## config.mk

```make
export PLATFORM = sky130hd
export DESIGN_NAME = esc_array_interface
export DESIGN_NICKNAME = d
export VERILOG_FILES = /design/src/rtl/esc_pkg.sv /design/src/rtl/esc_pulse_ch.sv /design/src/rtl/esc_array_interface.sv
export SDC_FILE = /design/constraint.sdc
export NUM_CORES = 1
export LEC_CHECK = 0
export ABC_AREA = 1
export BUFFER_PORTS_ARGS = -buffer_cell sky130_fd_sc_hd__clkbuf_2
export CAP_MARGIN = 15
export CELL_PAD_IN_SITES_DETAIL_PLACEMENT = 1
export CELL_PAD_IN_SITES_GLOBAL_PLACEMENT = 2
export CORE_UTILIZATION = 25
export CTS_CLUSTER_DIAMETER = 50
export CTS_CLUSTER_SIZE = 20
export DETAILED_ROUTE_END_ITERATION = 16
export PLACE_DENSITY = 0.59
export SLEW_MARGIN = 40
export SYNTH_ARGS = -nofsm -noshare
export SYNTH_HDL_FRONTEND = slang
export SYNTH_SLANG_ARGS = --single-unit
```

## constraint.sdc

```tcl
create_clock -name clk -period 6 [get_ports clk]
set_input_delay 1.2 -clock clk [delete_from_list [all_inputs] [get_ports clk]]
set_output_delay 1.2 -clock clk [all_outputs]
set_load 0.005 [all_outputs]
```

## src/rtl/esc_pkg.sv

```systemverilog
// ESC array shared definitions: parameter defaults and the
// command-to-pulse-length helper used by every channel.
package esc_pkg;

    localparam int unsigned NUM_CH_DEF      = 4;
    localparam int unsigned PERIOD_W_DEF    = 21;
    localparam int unsigned SPD_W_DEF       = 11;
    localparam int unsigned OFF_W_DEF       = 10;
    localparam int unsigned MIN_PULSE_DEF   = 5000;
    localparam int unsigned SCALE_SHIFT_DEF = 4;

    // Sum is formed one bit wider than either operand, then clamped to
    // the speed range before scaling so calibration cannot overdrive.
    function automatic logic [31:0] pulse_len(
        input logic [31:0] spd,
        input logic [31:0] off,
        input int unsigned spd_w,
        input int unsigned shift,
        input int unsigned min_pulse
    );
        logic [32:0] cmd;
        logic [32:0] sat;
        cmd = {1'b0, spd} + {1'b0, off};
        sat = (33'd1 << spd_w) - 33'd1;
        if (cmd > sat) begin
            cmd = sat;
        end
        return min_pulse + (cmd[31:0] << shift);
    endfunction

endpackage

```

## src/rtl/esc_pulse_ch.sv

```systemverilog
// One ESC channel: active speed/offset registers, pulse-length
// compare against the shared frame counter, and the pwm flop.
module esc_pulse_ch
    import esc_pkg::*;
#(
    parameter int unsigned PERIOD_W    = PERIOD_W_DEF,
    parameter int unsigned SPD_W       = SPD_W_DEF,
    parameter int unsigned OFF_W       = OFF_W_DEF,
    parameter int unsigned MIN_PULSE   = MIN_PULSE_DEF,
    parameter int unsigned SCALE_SHIFT = SCALE_SHIFT_DEF
) (
    input  logic                clk,
    input  logic                rst_n,
    input  logic                wrap,
    input  logic                arm_i,
    input  logic [SPD_W-1:0]    stg_spd,
    input  logic [OFF_W-1:0]    stg_off,
    input  logic [PERIOD_W-1:0] cnt_nxt,
    output logic                pwm
);

    logic [SPD_W-1:0] spd_q, spd_d;
    logic [OFF_W-1:0] off_q, off_d;
    logic             pwm_q, pwm_d;
    logic [31:0]      len;

    always_comb begin
        spd_d = spd_q;
        off_d = off_q;
        if (wrap) begin
            spd_d = stg_spd;
            off_d = stg_off;
        end
    end

    always_comb begin
        len = pulse_len(32'(spd_q), 32'(off_q), SPD_W,
                        SCALE_SHIFT, MIN_PULSE);
    end

    // Rise is decided only at the wrap; mid-frame arm changes never cut a pulse.
    always_comb begin
        pwm_d = pwm_q;
        if (wrap) begin
            pwm_d = arm_i;
        end else if (32'(cnt_nxt) == len) begin
            pwm_d = 1'b0;
        end
    end

    always_ff @(posedge clk or negedge rst_n) begin
        if (!rst_n) begin
            spd_q <= '0;
            off_q <= '0;
            pwm_q <= 1'b0;
        end else begin
            spd_q <= spd_d;
            off_q <= off_d;
            pwm_q <= pwm_d;
        end
    end

    assign pwm = pwm_q;

endmodule

```

## src/rtl/esc_array_interface.sv

```systemverilog
// Multi-channel ESC pulse generator: shared frame counter, staged
// command updates applied at frame boundaries, per-channel pulse units.
module esc_array_interface
    import esc_pkg::*;
#(
    parameter int unsigned NUM_CH      = NUM_CH_DEF,
    parameter int unsigned PERIOD_W    = PERIOD_W_DEF,
    parameter int unsigned SPD_W       = SPD_W_DEF,
    parameter int unsigned OFF_W       = OFF_W_DEF,
    parameter int unsigned MIN_PULSE   = MIN_PULSE_DEF,
    parameter int unsigned SCALE_SHIFT = SCALE_SHIFT_DEF
) (
    input  logic                    clk,
    input  logic                    rst_n,
    input  logic [NUM_CH*SPD_W-1:0] speed,
    input  logic [NUM_CH*OFF_W-1:0] off,
    input  logic                    upd,
    input  logic                    arm,
    output logic [NUM_CH-1:0]       pwm,
    output logic                    frm,
    output logic                    upd_pend
);

    localparam logic [63:0] MAX_LEN =
        64'(MIN_PULSE) + (((64'd1 << SPD_W) - 64'd1) << SCALE_SHIFT);
    localparam logic [63:0] FRAME_LEN = 64'd1 << PERIOD_W;

    // The longest pulse must end before the frame does.
    if (MAX_LEN >= FRAME_LEN) begin : g_bad_cfg
        $error("esc_array_interface: max pulse does not fit in frame");
    end

    logic [PERIOD_W-1:0]     cnt_q, cnt_d;
    logic                    frm_q, frm_d;
    logic                    upd_pend_q, upd_pend_d;
    logic                    armed_q, armed_d;
    logic [NUM_CH*SPD_W-1:0] spd_stg_q, spd_stg_d;
    logic [NUM_CH*OFF_W-1:0] off_stg_q, off_stg_d;
    logic                    wrap;

    assign wrap = &cnt_q;

    always_comb begin
        cnt_d      = cnt_q + PERIOD_W'(1);
        frm_d      = wrap;
        armed_d    = armed_q;
        upd_pend_d = upd_pend_q;
        spd_stg_d  = spd_stg_q;
        off_stg_d  = off_stg_q;
        if (wrap) begin
            armed_d    = arm;
            upd_pend_d = 1'b0;
        end
        // A strobe on the wrap edge wins, so its values wait a frame.
        if (upd) begin
            spd_stg_d  = speed;
            off_stg_d  = off;
            upd_pend_d = 1'b1;
        end
    end

    always_ff @(posedge clk or negedge rst_n) begin
        if (!rst_n) begin
            cnt_q      <= '0;
            frm_q      <= 1'b0;
            upd_pend_q <= 1'b0;
            armed_q    <= 1'b0;
            spd_stg_q  <= '0;
            off_stg_q  <= '0;
        end else begin
            cnt_q      <= cnt_d;
            frm_q      <= frm_d;
            upd_pend_q <= upd_pend_d;
            armed_q    <= armed_d;
            spd_stg_q  <= spd_stg_d;
            off_stg_q  <= off_stg_d;
        end
    end

    for (genvar i = 0; i < NUM_CH; i++) begin : g_ch
        esc_pulse_ch #(
            .PERIOD_W   (PERIOD_W),
            .SPD_W      (SPD_W),
            .OFF_W      (OFF_W),
            .MIN_PULSE  (MIN_PULSE),
            .SCALE_SHIFT(SCALE_SHIFT)
        ) u_ch (
            .clk    (clk),
            .rst_n  (rst_n),
            .wrap   (wrap),
            .arm_i  (armed_d),
            .stg_spd(spd_stg_q[i*SPD_W +: SPD_W]),
            .stg_off(off_stg_q[i*OFF_W +: OFF_W]),
            .cnt_nxt(cnt_d),
            .pwm    (pwm[i])
        );
    end

    assign frm      = frm_q;
    assign upd_pend = upd_pend_q;

endmodule

```

==> results of run 1 <==
==> layout make-up <==
| cell class | instances | share of cell area |
|---|---|---|
| Clock buffer | 18 | 0.03358 |
| Sequential cell | 195 | 0.3731 |
| Timing Repair Buffer | 99 | 0.04296 |
| Clock inverter | 14 | 0.01148 |
| Multi-Input combinational cell | 1126 | 0.4208 |
| Inverter | 214 | 0.06142 |
| Tap cell | 592 | 0.05664 |
==> through the flow <==
stage / worst slack [ns] / std cells
floorplan: 3.463 / 1579
global placement: 2.777 / 2225
detailed placement: 2.749 / 2226
CTS: 2.711 / 2258
global route: 2.384 / 2258
finish: 2.761 / 2258
==> power by group <==
part           leakage (uW)  switching [uW]  internal (uW)
logic               0.00415            96.5           46.3
registers           0.00253            12.1           1360
clock network      0.000277             571            595
==> worst paths after layout <==
| path | from | to | cells after the start |
|---|---|---|---|
| setup / recovery | g_ch[2].u_ch.off_q[8]$_DFFE_PN0P_ | g_ch[2].u_ch.pwm$_DFFE_PN0P_ | 21 |
| hold / removal | g_ch[2].u_ch.spd_q[8]$_DFFE_PN0P_ | g_ch[2].u_ch.spd_q[8]$_DFFE_PN0P_ | 2 |
| setup reg to reg | g_ch[2].u_ch.off_q[8]$_DFFE_PN0P_ | g_ch[2].u_ch.pwm$_DFFE_PN0P_ | 21 |
| hold reg to reg | g_ch[2].u_ch.spd_q[8]$_DFFE_PN0P_ | g_ch[2].u_ch.spd_q[8]$_DFFE_PN0P_ | 2 |
| max in group asynchronous | rst_n | spd_stg_q[4]$_DFFE_PN0P_ | 2 |
| min in group asynchronous | rst_n | frm$_DFF_PN0_ | 1 |
==> routing by layer <==
metal	up-vias	global-route usage
li1	5105	-
met1	4614	0.2218
met2	74	0.2209
met3	20	0.02930
met4	0	0.04539
met5	-	0
==> cell usage after synthesis, types with 2 or more instances <==
library cell and n:
o21bai_1 7, dfrtp_1 195, nand2_1 557, o21ai_1 2
inv_1 211, nor3_1 4, xnor2_1 8, buf_4 7
fa_1 4, a21o_1 2, inv_2 3, or2_2 4
nand4_1 8, nor2_1 101, a21oi_2 2, o21ai_0 178
a21oi_1 23, ha_1 45, nor2_2 7, nand3b_1 16
xor2_1 23, a31oi_1 3, nand3_1 119, clkbuf_1 36
==> flip-flops by register name, indices dropped and copies added, names as in the netlist <==
register,count
upd_pend,1
spd_stg_q,44
g_ch.u_ch.spd_q,44
g_ch.u_ch.off_q,40
frm,1
off_stg_q,40
g_ch.u_ch.pwm,4
cnt_q,21
==> tightest hold or removal path: stages, from the launching register on <==
cell and delay (ns):
dfrtp_1 0.35, nand2_1 0.05, o21ai_0 0.06
==> cell families after synthesis <==
logic type,share of synthesized area
flip-flops,0.4296
AO/OA/AOI/OAI,0.1026
XOR/XNOR,0.02677
adder cells (fa/ha/maj),0.05662
AND/OR/NAND/NOR,0.2968
buffers and inverters,0.08768
==> flow_summary.yaml, run 1 <==
route:
  met3_length_um: 790
  via_count: 9813
  routed_wl_um: 32870
  top_layer: "met4"
  ant_nets: 0
  vias_per_cell: 4.346
  dr.pass1.iters: 4
  wirelength_met1_um: 17630
  drc: 0
  routedWlPerCell_um: 14.56
  wl_met2_um: 14010
  drt_iter0_drc: 418
sta:
  slew_headroom: 0.4398
  max_slew.worst_pin.slew_ns: 0.8343
  grt_setup_unrepaired: "false"
  hold_slack_ns: 0.4928
  min_period_ns: 3.239
  fin_worst_skew_ns: 0.01304
  slew_viol_final: 0
  period_share: 0.5399
  timing.fmax_mhz: 308.7
  finalSetupViolations: 0
  setup_tns_ns: 0
  finalHoldViolCount: 0
floorplanning:
  dieArea_um2: 46290
  die_y_um: 215.2
  fp.dieW_um: 215.2
  start_util: 0.2552
  core-area_um2: 44510
  io_pins: 94
  num_rows: 77
synth:
  syn-cell-area_um2: 11360
  ys.flop_type: "dfrtp_1"
  synthCells: 1579
  synth_nets: 1716
  synth_sequential_area_ratio: 0.4296
  yosysTopAreaCellShare: 0.4296
  synth_top_area_cell: "dfrtp_1"
  synth_cell_type_count: 38
  synth_seq_cells: 195
  synth_area_leaders: "dfrtp_1, nand2_1, o21ai_0"
  synth-warning-count: 0
  avgSynthCellArea_um2: 7.193
  async_reset_ff_frac: 1.000
  synth-edff-count: 0
worst_setup_path:
  r2r_slack_ns: 2.76
  crit_path_end_kind: "flop"
  cpPeakStageDelay_ns: 0.52
  cp_common_cell: "nand2_1"
  cp.required_ns: 6.37
  slowest_stage: "nor2_2"
  cp_top_family: "simple AND/OR/NAND/NOR gates"
  critPathMaxFanout: 18
  worstSetupPathType: "flop to flop"
  critPathLaunchType: "flop"
  cp_cell_sequence: "ha_1, nand2_1, nand2_1, nand2_1, nand2_1, nand2_1, nand2_1, nor2_2, inv_1, a21oi_1, ha_1, inv_1, o21ai_0, nor2_1, nand3_1, nor2_1, nand2_1, nor2_1, nand4_1, nand2_1, nand2_1"
  cp_num_buf_inv: 2
  crit_arrival_ns: 3.61
finish:
  antennaDiodeCount: 0
  fill_cells: 5586
  mostFrequentLayoutCells: "nand2_1, inv_1, dfrtp_1"
  layout_commonest_cell: "nand2_1"
  final_layout_size_suffix_gt1_frac: 0.09364
  seq_area_um2: 4880
  multi_input_area_um2: 5503
  area_growth_syn_to_layout_pct: 15.14
  final_area_um2: 13080
  layout.nets: 1790
  utilization: 0.2938
worst_hold_path:
  hold_path.class: "flop to flop"
pwr:
  total_power_uw: 2684
  ir_worst_vdd_v: 0.0001871
  p_per_area_nw_per_um2: 205.2
  p_leak_uw: 0.006962
cts:
  clk_latency_ns: 0.49
  numClockSinks: 195
  clk_path_buf_depth: 2
  cts_tree: "built"
  post_cts_resize_count: 0
  clk_pin_slew_ns: 0.07
  root_buffer: "clkbuf_16"
  cts_hold_buf: 0
  cts.htree.levels: 4
  cts_made_buffers: 17
  postCtsSetupBuffers: 0
global_routing:
  track_usage: 0.1509
  gr-total-overflow: 0
  grt_start_max_net_pins: 105
  antenna_found_initial: 0
  grt_pass1_wl_um: 54810
  grt_pass1_vias: 10083
place:
  hpwlAfterDp_um: 25400
  place_congestion: 0.7775
  io_buffer_count: 93
  dpl_cell_area_um2: 12480
job:
  cap_violations: 0
outcome:
  status: "finished, final reports clean"
(Power assumes the default switching activity.)
==> run 2, diff against run 1 <==
==> constraint.sdc (replaced) <==
create_clock -name clk -period 3.2 [get_ports clk]
set_input_delay 0.64 -clock clk [delete_from_list [all_inputs] [get_ports clk]]
set_output_delay 0.64 -clock clk [all_outputs]
set_load 0.005 [all_outputs]
==> run 2 against run 1 <==
Clock-buffer cell count did not move. Non-clock buffer count rose by 18. Register-to-register slack got worse by 2.4 ns. Wire length rose by 1.9%.
==> flow_summary.yaml, run 2 (synthesis results as in run 1) <==
route:
  top_layer: "met4"
  via_count: 9927
  ant_nets: 0
  routed_wl_um: 33490
  drc: 0
  drt_iter0_drc: 381
  wirelength_met1_um: 17910
  wl_met2_um: 14300
  vias_per_cell: 4.362
  routedWlPerCell_um: 14.72
  dr.pass1.iters: 4
  met3_length_um: 828
worst_setup_path:
  cpPeakStageDelay_ns: 0.43
  critPathMaxFanout: 4
  worstSetupPathType: "flop to flop"
  crit_arrival_ns: 3.25
  critPathLaunchType: "flop"
  cp-startpoint: "g_ch[3].u_ch.off_q[0]$_DFFE_PN0P_"
  slowest_stage: "fa_1"
  cp_cell_sequence: "ha_1, fa_1, nand2_1, nand3_1, nand2_2, xor2_1, inv_1, nor2_1, ha_1, nand3_2, nand3_1, nand2_1, nor2_1, nand3_1, nor2_1, nand3_1, nand2_1, nand2_1"
  crit_path_end_kind: "flop"
  cp.required_ns: 3.57
  r2r_start: "g_ch[3].u_ch.off_q[0]$_DFFE_PN0P_"
place:
  io_buffer_count: 93
  hpwlAfterDp_um: 25690
  place_congestion: 0.7951
  dpl_cell_area_um2: 12610
  dp_cells: 2244
sta:
  hold_slack_ns: 0.1753
  timing.fmax_mhz: 347.9
  period_share: 0.8982
  finalSetupViolations: 0
  fin_worst_skew_ns: 0.01322
  finalHoldViolCount: 0
  setup_tns_ns: 0
  slew_viol_final: 0
  max_slew.worst_pin.slew_ns: 0.7870
  grt_setup_unrepaired: "false"
  slew_headroom: 0.4754
  min_period_ns: 2.874
global_routing:
  track_usage: 0.1546
  antenna_found_initial: 0
  grt_pass1_vias: 10395
  grt_pass1_wl_um: 55790
  gr-total-overflow: 0
  grt_start_max_net_pins: 97
finish:
  final_area_um2: 13230
  fill_cells: 5576
  layout.nets: 1808
  mostFrequentLayoutCells: "nand2_1, inv_1, dfrtp_1"
  largest_registers: "g_ch.u_ch.spd_q (44), spd_stg_q (44)"
  utilization: 0.2973
  area_growth_syn_to_layout_pct: 16.49
  layout_commonest_cell: "nand2_1"
  final_layout_size_suffix_gt1_frac: 0.1063
  finalNonFillerCells: 2276
  antennaDiodeCount: 0
floorplanning:
  fp.dieW_um: 215.2
  num_rows: 77
  dieArea_um2: 46290
  io_pins: 94
  start_util: 0.2552
  core-area_um2: 44510
  die_y_um: 215.2
cts:
  cts_made_buffers: 17
  clk_path_buf_depth: 2
  cts_tree: "built"
  numClockSinks: 195
  clk_latency_ns: 0.49
  cts.htree.levels: 4
  clk_pin_slew_ns: 0.08
  cts_hold_buf: 0
  root_buffer: "clkbuf_16"
pwr:
  seqPwrFrac: 0.513
  pwr-share-comb: 0.055
  ir_worst_vdd_v: 0.0003206
  p_per_area_nw_per_um2: 379.6
  sw_frac_of_total: 0.2514
  p_sw_uw: 1263
  p_clk_frac: 0.432
  p_int_uw: 3760
  p_leak_uw: 0.007070
job:
  cap_violations: 0
worst_hold_path:
  hold_path.class: "primary input to async pin"
outcome:
  status: "finished, final reports clean"
run 2: worst max-delay path: cells and delay by family (launching register included):
kind,cells,cell delay (ns)
flip-flops,1,0.39
adder cells (fa/ha/maj),3,0.87
XOR/XNOR,1,0.16
AND/OR/NAND/NOR,13,1.28
buffers and inverters,1,0.08
run 2: routing by layer:
layer | vias up | GRT usage
met5 | - | 0
met4 | 0 | 0.04657
met3 | 27 | 0.03114
met2 | 69 | 0.2277
met1 | 4693 | 0.2253
li1 | 5138 | -
run 2: what timing repair did:
action / in CTS / in global routing
endpoints found under the setup margin: 0 / 3
setup buffers: 0 / 0
gates resized for setup: 0 / 8
run 2: layout make-up:
class,count,area [um^2],area share
Multi-Input combinational cell,1126,5528,0.4178
Sequential cell,195,4880,0.3688
Inverter,214,803.3,0.06071
Tap cell,592,740.7,0.05598
Timing Repair Buffer,117,698.2,0.05277
Clock buffer,18,439.2,0.03319
Clock inverter,14,142.6,0.01078
run 2: path summary, 6_finish.rpt:
path | endpoint | slack (ns) | cells past startpoint
min reg2reg | upd_pend$_DFFE_PN0P_ | 0.49 | 1
max | g_ch[3].u_ch.pwm$_DFFE_PN0P_ | 0.33 | 18
min in group clk | spd_stg_q[0]$_DFFE_PN0P_ | 0.35 | 3
max reg2reg | g_ch[3].u_ch.pwm$_DFFE_PN0P_ | 0.33 | 18
max in group asynchronous | spd_stg_q[27]$_DFFE_PN0P_ | 2.28 | 2
min | cnt_q[18]$_DFF_PN0_ | 0.18 | 1
run 2: metrics by stage:
| stage | setup slack (ns) | power [uW] |
|---|---|---|
| after global routing | 0.01081 | 5284 |
| final | 0.3259 | 5023 |
| after detailed placement | 0.1918 | 2917 |
| after floorplan | 0.6635 | 2739 |
| after CTS | 0.1635 | 5161 |
| after global placement | 0.2272 | 2909 |
run 2: power groups by stage:
stage	clock network, uW	registers (uW)	logic [uW]
2_1_floorplan	0	2620	116
3_3_place_gp	0	2620	284
3_5_place_dp	0	2630	289
4_1_cts	2290	2580	290
5_1_grt	2360	2590	332
6_report	2170	2580	275
==> run 3, diff against run 2 <==
--- a/config.mk
+++ b/config.mk
@@ -14,7 +14,7 @@
 export CTS_CLUSTER_DIAMETER = 50
 export CTS_CLUSTER_SIZE = 20
 export DETAILED_ROUTE_END_ITERATION = 16
-export PLACE_DENSITY = 0.59
+export PLACE_DENSITY_LB_ADDON = 0.1
 export SLEW_MARGIN = 40
 export SYNTH_ARGS = -nofsm -noshare
 export SYNTH_HDL_FRONTEND = slang
==> run 3 against run 2 <==
Core utilization increased by 0.082 points. Global-route usage increased by 0.20 points. Cell area increased by 0.27%. Combinational power about the same. Sequential cell count unchanged. Final cell count about the same. Sequential share of layout area decreased by 0.10 points. First-iteration DRC count increased by 16%. Non-clock buffer count decreased by 1. Worst setup slack got worse by 0.029 ns. Critical path type unchanged. Critical endpoint unchanged. Largest cell class unchanged.
==> flow_summary.yaml, run 3 (synthesis results as in run 1) <==
place:
  dp_slack_ns: 0.1742
  io_buffer_count: 93
  dp_cells: 2243
  hpwlAfterDp_um: 26280
  dpl_cell_area_um2: 12610
  place_congestion: 0.7856
cts:
  numClockSinks: 195
  cts_made_buffers: 17
  postCtsSetupBuffers: 0
  clk_pin_slew_ns: 0.08
  cts.htree.levels: 4
  clk_path_buf_depth: 2
  cts_tree: "built"
  clk_latency_ns: 0.49
  root_buffer: "clkbuf_16"
  cts_hold_buf: 0
sta:
  finalHoldViolCount: 0
  period_share: 0.9072
  max_slew.worst_pin.slew_ns: 0.7565
  slew_headroom: 0.4956
  min_period_ns: 2.903
  slew_viol_final: 0
  post-route-worst-setup-slack_ns: 0.2971
  fin_worst_skew_ns: 0.02201
  setup_tns_ns: 0
  finalSetupViolations: 0
  timing.fmax_mhz: 344.5
  grt_setup_unrepaired: "false"
pwr:
  total_power_uw: 5094
  p_leak_uw: 0.007071
  ir_worst_vdd_v: 0.0002556
  p_per_area_nw_per_um2: 384.0
worst_setup_path:
  r2r_end: "g_ch[3].u_ch.pwm$_DFFE_PN0P_"
  critPathLaunchType: "flop"
  cp.required_ns: 3.56
  critPathMaxFanout: 3
  r2r_slack_ns: 0.30
  cpPeakStageDelay_ns: 0.42
  worstSetupPathType: "flop to flop"
  crit_arrival_ns: 3.26
  slowest_stage: "fa_1"
  cp_top_family: "simple AND/OR/NAND/NOR gates"
  r2r_cells: 17
  r2r_start: "g_ch[3].u_ch.off_q[0]$_DFFE_PN0P_"
  cp_num_buf_inv: 1
  crit_path_end_kind: "flop"
  cp_cell_sequence: "ha_1, fa_1, nand2_1, nand3_1, nand2_1, xor2_1, inv_1, nor2_1, ha_1, a21oi_1, nand3_1, nor2_1, nand3_1, nor2_1, nand3_1, nand2_1, nand2_1"
finish:
  fill_cells: 5490
  finalNonFillerCells: 2275
  final_layout_size_suffix_gt1_frac: 0.1087
  final_area_um2: 13270
  area_growth_syn_to_layout_pct: 16.81
  antennaDiodeCount: 0
  largest_registers: "g_ch.u_ch.spd_q (44), spd_stg_q (44)"
  layout_commonest_cell: "nand2_1"
  mostFrequentLayoutCells: "nand2_1, inv_1, dfrtp_1"
  layout.nets: 1807
job:
  cap_violations: 0
floorplanning:
  num_rows: 77
  core-area_um2: 44510
  fp.dieW_um: 215.2
  dieArea_um2: 46290
  io_pins: 94
  start_util: 0.2552
  die_y_um: 215.2
route:
  drc: 0
  dr.pass1.iters: 4
  drt_iter0_drc: 441
  routedWlPerCell_um: 14.91
  vias_per_cell: 4.318
  via_count: 9823
  routed_wl_um: 33920
  ant_nets: 0
global_routing:
  grt_start_max_net_pins: 93
  grt_pass1_wl_um: 56740
  track_usage: 0.1566
  antenna_found_initial: 0
  gr-total-overflow: 0
  grt_pass1_vias: 10422
outcome:
  status: "finished, final reports clean"
worst_hold_path:
  hold_path.class: "primary input to async pin"
## run 3: cell count changes in the layout (fill, tap and decap cells not counted), sizes merged
cell,change
buf,-1
clkinv,-3
clkinvlp,+1
inv,+2
## run 3: through the flow
step / utilization / hold slack (ns)
6_report: 0.2981 / 0.2012
5_1_grt: 0.2981 / 0.2217
4_1_cts: 0.2968 / 0.1886
3_5_place_dp: 0.2832 / 0.4810
3_3_place_gp: 0.2832 / 0.4640
2_1_floorplan: - / 0.3444
## run 3: repair_timing
action | CTS | global route
endpoints found under the setup margin | 0 | 3
gates resized for setup | 0 | 14
hold endpoints to repair | 0 | 0
## run 3: worst max path at each step
stage                                           start                      endpoint  slack [ns]  cells past startpoint
finish              g_ch[3].u_ch.off_q[0]$_DFFE_PN0P_  g_ch[3].u_ch.pwm$_DFFE_PN0P_        0.30                     17
global route        g_ch[1].u_ch.off_q[0]$_DFFE_PN0P_  g_ch[1].u_ch.pwm$_DFFE_PN0P_        0.01                     19
CTS                 g_ch[3].u_ch.off_q[2]$_DFFE_PN0P_  g_ch[3].u_ch.pwm$_DFFE_PN0P_        0.15                     18
detailed placement  g_ch[3].u_ch.off_q[2]$_DFFE_PN0P_  g_ch[3].u_ch.pwm$_DFFE_PN0P_        0.17                     18
global placement    g_ch[3].u_ch.off_q[2]$_DFFE_PN0P_  g_ch[3].u_ch.pwm$_DFFE_PN0P_        0.21                     18
floorplan           g_ch[0].u_ch.off_q[0]$_DFFE_PN0P_  g_ch[0].u_ch.pwm$_DFFE_PN0P_        0.66                     21
## run 3: per-layer routing
metal	track usage	wire length, um	vias up
met4	0.04610	438	0
met2	0.2376	14920	62
li1	-	-	5150
met5	0	0	-
met3	0.02803	583	22
met1	0.2251	17980	4589
## run 3: power breakdown
part	leakage [uW]	switching, uW	internal [uW]
Sequential	0.00253	22.5	2560
Clock	0.000295	1100	1140
Combinational	0.00425	185	92.0
## run 3: cell type report
cell class	count	area [um^2]	share of cell area
multi-input cells	1126	5550	0.4183
flip-flops and latches	195	4880	0.3678
inverters	214	803.3	0.06054
well taps	592	740.7	0.05583
repair buffers	116	690.7	0.05206
clock buffers	18	439.2	0.03310
clock inverters	14	163.9	0.01235
